### config.mk
export PLATFORM = sky130hd
export DESIGN_NAME = iterative_alu
export DESIGN_NICKNAME = d
export VERILOG_FILES = /design/src/rtl/iterative_alu.sv
export SDC_FILE = /design/constraint.sdc
export NUM_CORES = 1
export LEC_CHECK = 0
export BUFFER_PORTS_ARGS = -buffer_cell sky130_fd_sc_hd__buf_4
export CORE_MARGIN = 1
export CORE_UTILIZATION = 60
export DETAILED_ROUTE_END_ITERATION = 8
export PLACE_DENSITY = 0.94
export RECOVER_POWER = 50
export SLEW_MARGIN = 20
export SYNTH_ARGS = -nofsm -noshare
export SYNTH_HDL_FRONTEND = slang
export SYNTH_SLANG_ARGS = --single-unit
### constraint.sdc
create_clock -name clk -period 5.7 [get_ports clk]
set_clock_uncertainty 0.15 [all_clocks]
set_input_delay 1.14 -clock clk [delete_from_list [all_inputs] [get_ports clk]]
set_output_delay 1.14 -clock clk [all_outputs]
set_load 0.05 [all_outputs]
### src/rtl/iterative_alu.sv
// Execute-stage ALU: logic and add/sub finish in one cycle, SLL/SRL shift one bit
// per cycle behind a start/busy/done handshake so control can stall on shifts.
module iterative_alu #(
  parameter int DATA_WIDTH = 32
) (
  input  logic                  clk,
  input  logic                  reset,
  input  logic                  start,
  input  logic [3:0]            ALUOperation,
  input  logic [DATA_WIDTH-1:0] A,
  input  logic [DATA_WIDTH-1:0] B,
  input  logic [4:0]            shamt,
  output logic                  busy,
  output logic                  done,
  output logic [DATA_WIDTH-1:0] ALUResult,
  output logic                  Zero,
  output logic                  illegal_op
);

  localparam logic [3:0] OP_AND = 4'b0000;
  localparam logic [3:0] OP_OR  = 4'b0001;
  localparam logic [3:0] OP_NOR = 4'b0010;
  localparam logic [3:0] OP_ADD = 4'b0011;
  localparam logic [3:0] OP_SUB = 4'b0100;
  localparam logic [3:0] OP_SLL = 4'b0101;
  localparam logic [3:0] OP_SRL = 4'b0110;

  typedef enum logic [1:0] {IDLE, SHIFT, DONE} state_t;

  state_t                  state_q, state_d;
  logic [DATA_WIDTH-1:0]   sh_q, sh_d;
  logic [4:0]              cnt_q, cnt_d;
  logic                    srl_q, srl_d;
  logic [DATA_WIDTH-1:0]   result_q, result_d;
  logic                    zero_q, zero_d;
  logic                    illegal_q, illegal_d;

  // Single-cycle result for the non-shift legal codes; add/sub wrap naturally.
  function automatic logic [DATA_WIDTH-1:0] alu_fast(
    input logic [3:0]            op,
    input logic [DATA_WIDTH-1:0] a,
    input logic [DATA_WIDTH-1:0] b
  );
    logic [DATA_WIDTH-1:0] r;
    case (op)
      OP_AND:  r = a & b;
      OP_OR:   r = a | b;
      OP_NOR:  r = ~(a | b);
      OP_ADD:  r = a + b;
      OP_SUB:  r = a - b;
      default: r = '0;
    endcase
    return r;
  endfunction

  always_comb begin
    state_d   = state_q;
    sh_d      = sh_q;
    cnt_d     = cnt_q;
    srl_d     = srl_q;
    result_d  = result_q;
    zero_d    = zero_q;
    illegal_d = illegal_q;

    case (state_q)
      SHIFT: begin
        sh_d  = srl_q ? (sh_q >> 1) : (sh_q << 1);
        cnt_d = cnt_q - 5'd1;
        if (cnt_q == 5'd1) begin
          result_d  = sh_d;
          zero_d    = (sh_d == '0);
          illegal_d = 1'b0;
          state_d   = DONE;
        end
      end
      default: begin
        // IDLE and DONE both accept a new request; DONE falls back to IDLE otherwise.
        state_d = IDLE;
        if (start) begin
          if (ALUOperation == OP_SLL || ALUOperation == OP_SRL) begin
            if (shamt == 5'd0) begin
              result_d  = B;
              zero_d    = (B == '0);
              illegal_d = 1'b0;
              state_d   = DONE;
            end else begin
              sh_d    = B;
              cnt_d   = shamt;
              srl_d   = (ALUOperation == OP_SRL);
              state_d = SHIFT;
            end
          end else if (ALUOperation <= OP_SUB) begin
            result_d  = alu_fast(ALUOperation, A, B);
            zero_d    = (result_d == '0);
            illegal_d = 1'b0;
            state_d   = DONE;
          end else begin
            result_d  = '0;
            zero_d    = 1'b1;
            illegal_d = 1'b1;
            state_d   = DONE;
          end
        end
      end
    endcase
  end

  always_ff @(posedge clk) begin
    if (reset) begin
      state_q   <= IDLE;
      sh_q      <= '0;
      cnt_q     <= '0;
      srl_q     <= 1'b0;
      result_q  <= '0;
      zero_q    <= 1'b1;
      illegal_q <= 1'b0;
    end else begin
      state_q   <= state_d;
      sh_q      <= sh_d;
      cnt_q     <= cnt_d;
      srl_q     <= srl_d;
      result_q  <= result_d;
      zero_q    <= zero_d;
      illegal_q <= illegal_d;
    end
  end

  assign busy       = (state_q == SHIFT);
  assign done       = (state_q == DONE);
  assign ALUResult  = result_q;
  assign Zero       = zero_q;
  assign illegal_op = illegal_q;

endmodule

==> flow_summary.ini <==
[clock_tree]
path_clk_slew_ns = 0.06
clock-root-buffer = sky130_fd_sc_hd__clkbuf_16
cts_h_tree_depth = 3
cts_inserted_buffers = 9
cts_tree = done
source_to_sink_clock_delay_at_the_later_pin_of_the_worst_skew_pair_ns = 0.34
clockBufferDepth = 2
post_cts_hold_buffer_count = 0
cts_sinks = 74

[die]
placeable_core_region_um2 = 12700
die_w_um = 117
full_die_area_um2 = 13600
initial_core_util_pct = 62.0
row_count = 41
pin_count = 112
vertical_extent_of_the_die_um = 117

[finish]
final_common_cell = sky130_fd_sc_hd__nand2_1
fillers = 1034
nNetsFinal = 1325
antenna_cells_inserted = 0
stdcell_area_um2 = 9160
syn_to_layout_area_delta_pct = 16.1
drive_gt1_share_pct = 14.1
mostFrequentLayoutCells = 140 x sky130_fd_sc_hd__nand2_1, 133 x sky130_fd_sc_hd__buf_4, 127 x sky130_fd_sc_hd__nor2_1

[timing]
fin_ws_ns = 0.217
slew-limit-headroom_pct = -11.2
slew_viol_final = 30
setup_tns_ns = 0
max_freq_ghz = 0.182
final-hold-violation-count = 0
rsz_0062_raised_after_global_routing = false
share_of_the_clock_period_used_by_the_worst_path_after_layout_pct = 96.2
setup-violations-final = 0
max_slew.worst_pin.slew_ns = 1.67
period_minus_slack_ns = 5.48

[yosys]
synth.top_cell.area_share_pct = 18.8
synth.yosys.warnings = 0
yosys.cell_types.count = 79
post_synth.cell_area_avg_um2 = 6.99
async_reset_ff_share_pct = 0
synth.cell_area_um2 = 7890
synth_top_flop_cell = sky130_fd_sc_hd__dfxtp_1
post-synth-top-area-cell = sky130_fd_sc_hd__dfxtp_1
number_of_nets_in_the_synthesized_netlist = 1242
ys_ff_latch = 74
synth_edf_count = 0
netlist_instances = 1129
synth_sequential_area_ratio_pct = 18.8
synth.area.top_cells = sky130_fd_sc_hd__dfxtp_1 19%, sky130_fd_sc_hd__nand2_1 6.7%, sky130_fd_sc_hd__nor2_1 6.0%

[power]
cellLeakagePower_nw = 3.58
power_density_nw_per_um2 = 221
vdd_ir_drop_max_v = 0.000199

[setup_path]
crit_chain = clkbuf_1, clkbuf_1, nor2b_1, a22oi_1, o22ai_1, or3_1, or4_1, nor4_1, buf_4, o2111ai_1, nor4_1, nand4_1, o41ai_2
worst_ep_required_time_ns = 5.80
crit_arrival_ns = 5.59
worst-setup-path-type = primary input to flip-flop
cp-start-kind = primary input
crit_path_max_incr_delay_ns = 1.24
critical_path.slowest_cell = sky130_fd_sc_hd__clkbuf_1
path_max_fanout = 29
sort_of_element_at_the_end_of_the_critical_path = flip-flop

[grt]
grt_util_met1_pct = 56.6
grt_pass1_wl_mm = 45.3
grt_util_met3_pct = 8.15
number_of_global_route_vias_before_repair = 8600
maximum_number_of_pins_on_one_net_before_global_route_repair = 75
use_met2_pct = 68.2
groute.usage.overall_pct = 43.6
globalRoute.busiestLayer = met2
grt_antenna_before_repair = 0
grt_remaining_overflow = 0

[hold_path]
worstHoldPathType = flip-flop to flip-flop

[status]
violations = max-capacitance violations, max-slew violations
outcome = complete, but fails checks

[drt]
postRouteAntennaNets = 0
routed_wire_length_per_instance_um = 21.5
drt_first_pass_iters = 6
drt-initial-drc-count = 1638
wl_mm = 29.8
drt-vias-per-instance = 7.01
drc_errors = 0
vias = 9737

[place]
detailedPlace.worstSlack_ns = -0.00748
placed_cell_area_um2 = 8980
port-buffer-count = 111
post-dp-hpwl_mm = 21.8
finalWeightedCongestion = 1.08

[run]
max_cap_violations = 1
## metal layers
layer / share of wire (%) / vias up
met4: 6.2 / 0
met1: 38 / 4407
li1: - / 4343
met5: 0 / -
met3: 12 / 171
met2: 43 / 816
## flip-flops by register name (all words and copies together), names as in the netlist
| register | cells |
|---|---|
| ALUResult | 32 |
| Zero | 1 |
| cnt_q | 5 |
| sh_q | 32 |
| illegal_op | 1 |
| srl_q | 1 |
| state_q | 2 |
## final timing paths
path	from	to	slack (ns)	cells after the start
hold / removal	ALUResult[9]	ALUResult[9]	0.30	2
hold reg to reg	ALUResult[9]	ALUResult[9]	0.30	2
setup / recovery	ALUOperation[0]	Zero	0.22	13
setup reg to reg	state_q[1]	Zero	1.88	11
## power breakdown
group | internal [W] | leakage [nW] | switching (W)
sequential | 0.000551 | 0.605 | 0.0000303
clock | 0.000382 | 0.153 | 0.000219
combinational | 0.000312 | 2.82 | 0.000533
total | 0.00125 | 3.58 | 0.000782
## logic make-up after synthesis
group / synth area share (%)
adder cells (fa/ha/maj): 9.04
AO/OA/AOI/OAI: 30.8
AND/OR/NAND/NOR: 25.6
buffers and inverters: 6.01
XOR/XNOR: 5.88
multiplexers: 3.81
flip-flops: 18.8
## Yosys cell counts (all sizes together) (9+ instances only)
master	instances
a22oi	15
a31oi	15
a21oi	91
nor4	15
and3	13
o21ai	61
xnor2	28
nor2b	18
xor2	25
a21o	24
nand4	13
a211oi	46
buf	25
nand2	140
ha	36
inv	16
nor3	51
o22ai	13
nand3	14
nand2b	10
dfxtp	74
a311oi	18
clkbuf	73
nor2	127
mux2i	21
o31ai	15
maj3	24
o21a	9
## timing repair
| action | CTS | global route |
|---|---|---|
| endpoints found under the setup margin | 0 | 1 |
| setup buffers | 0 | 0 |
| resized for setup | 0 | 2 |
## critical path, delay by kind of cell
family	cells	cell delay [ns]
AND/OR/NAND/NOR	6	1.99
buffers and inverters	3	1.62
AO/OA/AOI/OAI	4	0.84
## layout make-up
cell class	count	area, um^2	share of cell area (%)
well taps	172	215	2.35
flip-flops and latches	74	1480	16.2
inverters	16	60.1	0.656
clock inverters	5	78.8	0.861
repair buffers	171	1140	12.5
multi-input cells	940	5940	64.9
clock buffers	11	233	2.54
## metrics by stage
step / utilization (%) / power, W / hold slack, ns / instances
finish: 72.0 / 0.00203 / 0.305 / 1389
global route: 72.0 / 0.00211 / 0.336 / 1389
CTS: 73.0 / 0.00201 / 0.308 / 1389
detailed placement: 70.6 / 0.00142 / 0.300 / 1373
global placement: 70.6 / 0.00141 / 0.290 / 1373
floorplan: - / 0.00113 / 0.313 / 1129
No activity file was read; power rests on OpenSTA's default activity.
